`config.mk`:
```
export PLATFORM = sky130hd
export DESIGN_NAME = led_hex_capture
export DESIGN_NICKNAME = d
export VERILOG_FILES = /design/src/rtl/led_hex_pkg.sv /design/src/rtl/led_hex_sync.sv /design/src/rtl/led_hex_capture.sv
export SDC_FILE = /design/constraint.sdc
export NUM_CORES = 1
export LEC_CHECK = 0
export ABC_AREA = 1
export ABC_CLOCK_PERIOD_IN_PS = 6200
export CORE_MARGIN = 4
export CORE_UTILIZATION = 30
export DETAILED_ROUTE_END_ITERATION = 12
export HOLD_SLACK_MARGIN = 0.08
export SYNTH_ARGS = -nofsm -noshare
export SYNTH_HDL_FRONTEND = slang
export SYNTH_HIERARCHICAL = 1
export SYNTH_SLANG_ARGS = --single-unit
```
`constraint.sdc`:
```
create_clock -name sclk -period 6.2 [get_ports sclk]
set_input_delay 0.93 -clock sclk [delete_from_list [all_inputs] [get_ports sclk]]
set_output_delay 0.93 -clock sclk [all_outputs]
set_load 0.05 [all_outputs]
```
`src/rtl/led_hex_pkg.sv`:
```
// Shared types, anode/segment constants and decode helpers for the 7-segment bus capture.
package led_hex_pkg;

    typedef enum logic [1:0] {
        ST_IDLE   = 2'd0,
        ST_SETTLE = 2'd1,
        ST_ACCEPT = 2'd2,
        ST_HELD   = 2'd3
    } state_t;

    localparam logic [3:0] AN_D0    = 4'b1110;
    localparam logic [3:0] AN_D1    = 4'b1101;
    localparam logic [3:0] AN_D2    = 4'b1011;
    localparam logic [3:0] AN_D3    = 4'b0111;
    localparam logic [3:0] AN_BLANK = 4'b1111;

    // Active-low cathode patterns (g..a), entry n displays hex digit n
    localparam logic [15:0][6:0] SEG_TAB = {
        7'b0001110, 7'b0000110, 7'b0100001, 7'b1000110,
        7'b0000011, 7'b0001000, 7'b0010000, 7'b0000000,
        7'b1111000, 7'b0000010, 7'b0010010, 7'b0011001,
        7'b0110000, 7'b0100100, 7'b1111001, 7'b1000000
    };

    // Returns {ok, nibble}; ok = 0 for patterns outside the table
    function automatic logic [4:0] seg_decode(input logic [6:0] seg);
        logic [4:0] r;
        r = 5'b0;
        for (int i = 0; i < 16; i++)
            if (SEG_TAB[i] == seg) r = {1'b1, 4'(i)};
        return r;
    endfunction

    function automatic logic an_valid(input logic [3:0] an);
        return (an == AN_D0) || (an == AN_D1) || (an == AN_D2) || (an == AN_D3);
    endfunction

    function automatic logic [1:0] an_index(input logic [3:0] an);
        logic [1:0] k;
        case (an)
            AN_D1:   k = 2'd1;
            AN_D2:   k = 2'd2;
            AN_D3:   k = 2'd3;
            default: k = 2'd0;
        endcase
        return k;
    endfunction

endpackage

```
`src/rtl/led_hex_sync.sv`:
```
// Two-flop synchronizer; resets to all-ones so the bus reads as blank.
module led_hex_sync #(
    parameter int W = 12
) (
    input  logic         sclk,
    input  logic         reset,
    input  logic [W-1:0] i_d,
    output logic [W-1:0] o_q
);
    logic [W-1:0] r_ff1;
    logic [W-1:0] r_ff2;

    always_ff @(posedge sclk or posedge reset) begin
        if (reset) begin
            r_ff1 <= '1;
            r_ff2 <= '1;
        end else begin
            r_ff1 <= i_d;
            r_ff2 <= r_ff1;
        end
    end

    assign o_q = r_ff2;
endmodule

```
`src/rtl/led_hex_capture.sv`:
```
// Captures a multiplexed 4-digit 7-segment bus back into a 16-bit number.
// Optional macro LED_HEX_CAPTURE_DP_EN: also capture decimal points into dp.
module led_hex_capture
    import led_hex_pkg::*;
#(
    parameter int SETTLE  = 2,
    parameter int TIMEOUT = 65535
) (
    input  logic        sclk,
    input  logic        reset,
    input  logic [7:0]  led_c,
    input  logic [3:0]  led_a,
    output logic [15:0] number,
    output logic        valid,
    output logic        seg_err,
    output logic [3:0]  dp
);
`ifdef LED_HEX_CAPTURE_DP_EN
    localparam logic [11:0] CMP_MASK = 12'hFFF;
`else
    localparam logic [11:0] CMP_MASK = 12'hF7F;
`endif
    localparam logic [7:0] SET_N = 8'(SETTLE);
    localparam state_t     FIRST = (SETTLE == 1) ? ST_ACCEPT : ST_SETTLE;

    logic [11:0]     w_s;
    logic            w_same, w_dig, w_acc, w_done, w_tmo;
    logic [1:0]      w_k, w_slot;
    logic [4:0]      w_dec;
    logic [3:0]      w_seen_nx;
    logic            w_err_nx;

    state_t          r_state;
    logic [7:0]      r_cnt;
    logic [11:0]     r_snap;
    logic [3:0]      r_seen;
    logic            r_err;
    logic [15:0]     r_tmo;
    logic [3:0][3:0] r_shadow;

    led_hex_sync #(.W(12)) u_sync (
        .sclk  (sclk),
        .reset (reset),
        .i_d   ({led_a, led_c}),
        .o_q   (w_s)
    );

    assign w_same = ((w_s ^ r_snap) & CMP_MASK) == 12'h000;
    assign w_dig  = an_valid(w_s[11:8]);
    assign w_k    = an_index(r_snap[11:8]);
    assign w_slot = 2'd3 - w_k;
    // Decode the settled snapshot, not the live sample, so a change in the ACCEPT cycle cannot leak in
    assign w_dec  = seg_decode(r_snap[6:0]);
    assign w_acc  = (r_state == ST_ACCEPT);
    assign w_done = (r_seen == 4'hF);
    assign w_tmo  = (r_seen != 4'h0) && ((17'(r_tmo) + 17'd1) == 17'(TIMEOUT));

    always_ff @(posedge sclk or posedge reset) begin
        if (reset) begin
            r_state <= ST_IDLE;
            r_cnt   <= 8'd0;
            r_snap  <= '1;
        end else begin
            case (r_state)
                ST_IDLE: if (w_dig) begin
                    r_snap  <= w_s;
                    r_cnt   <= 8'd1;
                    r_state <= FIRST;
                end
                ST_SETTLE: if (w_same) begin
                    r_cnt <= r_cnt + 8'd1;
                    if (r_cnt + 8'd1 == SET_N) r_state <= ST_ACCEPT;
                end else begin
                    r_snap  <= w_s;
                    r_cnt   <= w_dig ? 8'd1 : 8'd0;
                    r_state <= w_dig ? FIRST : ST_IDLE;
                end
                ST_ACCEPT: r_state <= ST_HELD;
                default: if (!w_same) begin
                    r_snap  <= w_s;
                    r_cnt   <= w_dig ? 8'd1 : 8'd0;
                    r_state <= w_dig ? FIRST : ST_IDLE;
                end
            endcase
        end
    end

    // A digit accepted in the completion/timeout cycle starts the next frame
    always_comb begin
        w_seen_nx = (w_done || w_tmo) ? 4'h0 : r_seen;
        w_err_nx  = (w_done || w_tmo) ? 1'b0 : r_err;
        if (w_acc) begin
            w_seen_nx[w_k] = 1'b1;
            if (!w_dec[4]) w_err_nx = 1'b1;
        end
    end

    always_ff @(posedge sclk or posedge reset) begin
        if (reset) begin
            r_seen   <= 4'h0;
            r_err    <= 1'b0;
            r_tmo    <= 16'd0;
            r_shadow <= '0;
            number   <= 16'h0000;
            valid    <= 1'b0;
            seg_err  <= 1'b0;
        end else begin
            r_seen <= w_seen_nx;
            r_err  <= w_err_nx;
            valid  <= w_done;
            if (w_acc || w_done || w_tmo || r_seen == 4'h0) r_tmo <= 16'd0;
            else                                            r_tmo <= r_tmo + 16'd1;
            if (w_acc) r_shadow[w_slot] <= w_dec[4] ? w_dec[3:0] : 4'h0;
            if (w_done) begin
                number  <= r_shadow;
                seg_err <= r_err;
            end
        end
    end

`ifdef LED_HEX_CAPTURE_DP_EN
    logic [3:0] r_shadow_dp;
    logic [3:0] r_dp;

    always_ff @(posedge sclk or posedge reset) begin
        if (reset) begin
            r_shadow_dp <= 4'h0;
            r_dp        <= 4'h0;
        end else begin
            if (w_acc)  r_shadow_dp[w_k] <= ~r_snap[7];
            if (w_done) r_dp <= r_shadow_dp;
        end
    end

    assign dp = r_dp;
`else
    assign dp = 4'h0;
`endif

endmodule
```
==> impl_metrics.tcl, run 1 <==
set metrics [dict create \
    status "finished clean" \
    critPathLaunchType "register" \
    whs_ns 0.353 \
    worst-setup-path-type "reg -> out" \
    wl_per_cell_um 11.5 \
    hp-class "reg -> reg" \
    crit_arrival_ns 1.60 \
    numPortBuffers 30 \
    finalSetupTns_ns 0 \
    wirelength_um 9740 \
    cap_violations 0 \
    fmax_ghz 0.395 \
    cts_max_level 3 \
    path_delay_family "buffers and inverters" \
    post_cts_buffers 0 \
    syn_area_um2 4780 \
    cp-startpoint "number[11]$_DFFE_PP0P_" \
    min_path_cells 0 \
    worstPathRequired_ns 5.27 \
    die-area_um2 18000 \
    die_x_um 134 \
    syn_inst 601 \
    use_met2 0.191 \
    rr_endpoint "r_seen[2]$_DFF_PP0_" \
    nNetsFinal 652 \
    cp_slowest_stage_delay_ns 0.83 \
    rsz0062_at_grt "false" \
    route.antenna.remaining_nets 0 \
    antenna_found_initial 0 \
    p_leak_nw 2.62 \
    busiest_layer "met2" \
    num_antenna_cells 0 \
    drv_slew 0 \
    grtUsageTotal 0.115 \
    gr-total-overflow 0 \
    crit_path_end "number[11]" \
    rows 45 \
    clk_pin_slew_ns 0.07 \
    initial_utilization 0.310 \
    clockBufferDepth 2 \
    die_y_um 134 \
    path_buf_inv 1 \
    post_cts_resized 0 \
    finalCritPeriodShare 0.409 \
    maxSlewHeadroom 0.342 \
    drt_iter0_drc 237 \
    drc_errors 0 \
    firstDrtPassIters 4 \
    worst_pin_slew_ns 0.987 \
    grt_max_degree 77 \
    path_max_fanout 2 \
    hold_buffers 0 \
    met1_usage 0.149 \
    clock_skew_ns 0.00779 \
    cts_root_buf "clkbuf_16" \
    grt_pass1_vias 3657 \
    clock_sinks 98 \
    cts_buffers 9 \
    grt_util_met3 0.0323 \
    ios 36 \
    end_kind "output port" \
    synth.avg_cell_area_um2 7.96 \
    synth_warnings 6 \
    cp_num_cells 1 \
    hpwlAfterDp_um 6880 \
    cts_tree "yes" \
    drive_gt1_frac 0.122 \
    grt_pass1_wl_um 17000 \
    clkLatencyLatePin_ns 0.35 \
    coreArea_um2 15400 \
    hold_viol_final 0 \
    ff2ff_path_depth 10 \
    num_vias 3710 \
    reg2reg_slack_ns 3.92 \
    timing.rr.start "r_tmo[0]$_DFF_PP0_" \
    powerDensity_nw_per_um2 366 \
    peakVddDrop_uv 154 \
    final-setup-viol-count 0 \
    via_per_inst 4.36 \
    fin_crit_ns 2.53 \
    crit_chain "clkdlybuf4s50_1" \
    gp_congestion 0.828 \
    syn_to_final_growth_pct 16.5 \
    cp_slowest_cell "clkdlybuf4s50_1" \
]
cells in the final DEF (no fill, tap or decap), types with 5 or more instances in the layout:
cell,instances
nor2_1,71
inv_1,65
nand2_1,208
o21ai_0,17
xnor2_1,6
nand4_1,13
clkbuf_16,9
nor3_1,9
a31oi_1,8
clkdlybuf4s50_1,30
dfrtp_1,65
nand3_1,39
dfstp_2,33
xor2_1,5
nor2_2,14
routing by layer:
layer,wire (µm),up-vias
met5,0,-
met4,95,0
met3,393,10
met2,4550,55
met1,4700,1708
li1,-,1937
sequential cells by signal, indices dropped and copies added, names as in the netlist, 2 cells and up:
name and cells:
r_cnt 8, r_state 2, r_shadow 16, u_sync/r_ff1 11
number 16, r_seen 4, r_snap 11, u_sync/o_q 11
r_tmo 16
power by group:
part / internal, W / switching, W / total [W]
Sequential: 0.000801 / 0.000128 / 0.000929
Combinational: 0.000188 / 0.000379 / 0.000567
Clock: 0.000279 / 0.000267 / 0.000546
Total: 0.00127 / 0.000774 / 0.00204
worst min path at each step:
stage,startpoint,endpoint
6_report,u_sync/r_ff1[10]$_DFF_PP1_,u_sync/o_q[10]$_DFF_PP1_
5_1_grt,u_sync/r_ff1[10]$_DFF_PP1_,u_sync/o_q[10]$_DFF_PP1_
4_1_cts,u_sync/r_ff1[10]$_DFF_PP1_,u_sync/o_q[10]$_DFF_PP1_
3_5_place_dp,u_sync/r_ff1[0]$_DFF_PP1_,u_sync/o_q[0]$_DFF_PP1_
3_3_place_gp,u_sync/r_ff1[5]$_DFF_PP1_,u_sync/o_q[5]$_DFF_PP1_
2_1_floorplan,u_sync/r_ff1[0]$_DFF_PP1_,u_sync/o_q[0]$_DFF_PP1_
layout make-up:
class	instances	area (µm²)
Sequential cell	98	2490
Clock inverter	7	60.1
Fill cell	1643	9850
Timing Repair Buffer	32	315
Clock buffer	9	225
Multi-Input combinational cell	424	1960
Tap cell	211	264
Inverter	69	259
through the flow:
stage	util	total power (W)	worst slack [ns]	cells	cell area [µm²]
2_1_floorplan	-	0.00137	3.35	604	4790
5_1_grt	0.361	0.00219	3.62	850	5570
3_3_place_gp	0.343	0.00150	3.89	834	5290
3_5_place_dp	0.343	0.00151	3.89	834	5290
6_report	0.361	0.00204	3.67	850	5570
4_1_cts	0.361	0.00207	3.66	850	5570
Note: power is estimated with default switching activity, not from simulation.
==> inputs of run 2 (changes only) <==
--- a/config.mk
+++ b/config.mk
@@ -6,7 +6,7 @@
 export NUM_CORES = 1
 export LEC_CHECK = 0
 export ABC_AREA = 1
-export ABC_CLOCK_PERIOD_IN_PS = 6200
+export ABC_CLOCK_PERIOD_IN_PS = 2300
 export CORE_MARGIN = 4
 export CORE_UTILIZATION = 30
 export DETAILED_ROUTE_END_ITERATION = 12
==> constraint.sdc (replaced) <==
create_clock -name sclk -period 2.3 [get_ports sclk]
set_input_delay 0.345 -clock sclk [delete_from_list [all_inputs] [get_ports sclk]]
set_output_delay 0.345 -clock sclk [all_outputs]
set_load 0.05 [all_outputs]
==> impl_metrics.tcl, run 2 (synthesis gave the netlist of run 1 again) <==
set metrics [dict create \
    crit_arrival_ns 2.27 \
    path_max_fanout 7 \
    place_inst 840 \
    met1_usage 0.151 \
    grt_max_degree 34 \
    mostFrequentLayoutCell "nand2_1" \
    fillerInstances 1637 \
    rsz0062_at_grt "false" \
    powerDensity_nw_per_um2 986 \
    grtUsageTotal 0.114 \
    gp_congestion 0.859 \
    finalSetupTns_ns 0 \
    ios 36 \
    route.antenna.remaining_nets 0 \
    path_delay_family "simple AND/OR/NAND/NOR gates" \
    gr-total-overflow 0 \
    most-common-layout-cells "nand2_1 (208), nor2_1 (71), inv_1 (65), dfrtp_1 (65), nand3_1 (39)" \
    clk_pin_slew_ns 0.07 \
    cts_tree "yes" \
    post_cts_resized 0 \
    cts_max_level 3 \
    grt_util_met3 0.0289 \
    via_per_inst 4.35 \
    fin_crit_ns 2.04 \
    use_met2 0.185 \
    reg_top3 "number: 16 flops, r_shadow: 16 flops, r_tmo: 16 flops" \
    cts_root_buf "clkbuf_16" \
    grt_pass1_wl_um 16900 \
    path_buf_inv 0 \
    antenna_found_initial 0 \
    hold_viol_final 0 \
    clockBufferDepth 2 \
    cap_violations 0 \
    maxSlewHeadroom 0.504 \
    clkLatencyLatePin_ns 0.35 \
    drive_gt1_frac 0.132 \
    syn_to_final_growth_pct 18.0 \
    firstDrtPassIters 4 \
    p_leak_nw 2.65 \
    cp_slowest_stage_delay_ns 0.41 \
    fmax_ghz 0.490 \
    busiest_layer "met2" \
    finalCritPeriodShare 0.888 \
    worstPathRequired_ns 2.53 \
    wirelength_um 9660 \
    swShare 0.378 \
    p_int_w 0.00347 \
    rows 45 \
    p_seq_frac 0.446 \
    p_switching_w 0.00210 \
    clockPowerShare 0.268 \
    post_cts_buffers 0 \
    clock_sinks 98 \
    combPwrFrac 0.286 \
    numPortBuffers 30 \
    status "finished clean" \
    grt_pass1_vias 3580 \
    initial_utilization 0.310 \
    drv_slew 0 \
    cts_buffers 9 \
    clock_skew_ns 0.00890 \
    hp-class "in -> async" \
    worst-setup-path-type "reg -> reg" \
    hold_buffers 0 \
    die-area_um2 18000 \
    nNetsFinal 658 \
    peakVddDrop_uv 483 \
    num_vias 3722 \
    cp_slowest_cell "dfrtp_1" \
    worst_pin_slew_ns 0.743 \
    wl_per_cell_um 11.3 \
    crit_chain "ha_2 -> nand2_1 -> nor2_2 -> nand3b_1 -> nand2_1 -> nand3_1 -> nor3_1 -> nand3_1 -> nand3_1 -> nand2_1" \
    num_antenna_cells 0 \
    hpwlAfterDp_um 7230 \
    die_x_um 134 \
    drt_iter0_drc 256 \
    critPathLaunchType "register" \
    coreArea_um2 15400 \
    drc_errors 0 \
    end_kind "register" \
    layout.cells.non_filler 856 \
    die_y_um 134 \
    final-setup-viol-count 0 \
]
run 2: final timing paths:
kind / start / end / slack [ns] / depth (start not counted)
max in group asynchronous: reset / r_snap[4]$_DFFE_PP1P_ / 1.37 / 3
min in group sclk: u_sync/r_ff1[6]$_DFF_PP1_ / u_sync/o_q[6]$_DFF_PP1_ / 0.36 / 0
worst max-delay path: r_tmo[1]$_DFF_PP0_ / r_seen[0]$_DFF_PP0_ / 0.26 / 10
worst min register to register: u_sync/r_ff1[6]$_DFF_PP1_ / u_sync/o_q[6]$_DFF_PP1_ / 0.36 / 0
worst max register to register: r_tmo[1]$_DFF_PP0_ / r_seen[0]$_DFF_PP0_ / 0.26 / 10
worst min-delay path: reset / r_state[1]$_DFFE_PP0P_ / 0.34 / 2
run 2: layout make-up:
type                       count  area (µm²)  share of cell area
tap                          211         264              0.0468
clock buffer                   9         225              0.0399
sequential                    98        2490               0.442
timing repair buffer          38         373              0.0660
inverter                      69         259              0.0459
clock inverter                 7        71.3              0.0126
multi-input combinational    424        1960               0.347
run 2: metrics by stage:
step	worst slack [ns]	power (W)	cell area (µm²)	util	hold WS, ns
floorplan	0.0349	0.00370	4790	-	0.345
global placement	0.177	0.00409	5350	0.347	0.346
detailed placement	0.175	0.00411	5350	0.347	0.347
CTS	0.157	0.00564	5640	0.366	0.347
global route	0.0112	0.00599	5650	0.366	0.360
finish	0.258	0.00557	5650	0.366	0.343
run 2: metal layers:
layer	vias to the layer above	wire length, µm
met5	-	0
met1	1713	4740
met2	53	4520
li1	1950	-
met4	0	102
met3	6	297
run 2: power groups by stage:
| stage | sequential (W) | clock [W] | combinational [W] |
|---|---|---|---|
| final | 0.00248 | 0.00149 | 0.00159 |
| after global routing | 0.00254 | 0.00162 | 0.00182 |
| after detailed placement | 0.00251 | 0 | 0.00160 |
| after CTS | 0.00248 | 0.00155 | 0.00161 |
| after global placement | 0.00251 | 0 | 0.00157 |
| after floorplan | 0.00255 | 0 | 0.00116 |
run 2: worst register-to-register path: stages, from the launching register on:
cell	delay, ns
dfrtp_1	0.41
ha_2	0.30
nand2_1	0.09
nor2_2	0.15
nand3b_1	0.10
nand2_1	0.13
nand3_1	0.09
nor3_1	0.26
nand3_1	0.23
nand3_1	0.13
nand2_1	0.05
==> inputs of run 3 (changes only) <==
--- a/config.mk
+++ b/config.mk
@@ -9,8 +9,8 @@
 export ABC_CLOCK_PERIOD_IN_PS = 2300
 export CORE_MARGIN = 4
 export CORE_UTILIZATION = 30
+export CTS_CLUSTER_SIZE = 16
 export DETAILED_ROUTE_END_ITERATION = 12
-export HOLD_SLACK_MARGIN = 0.08
 export SYNTH_ARGS = -nofsm -noshare
 export SYNTH_HDL_FRONTEND = slang
 export SYNTH_HIERARCHICAL = 1
==> results of run 3 <==
No change in the layout: final DEF, timing and power equal those of run 2.
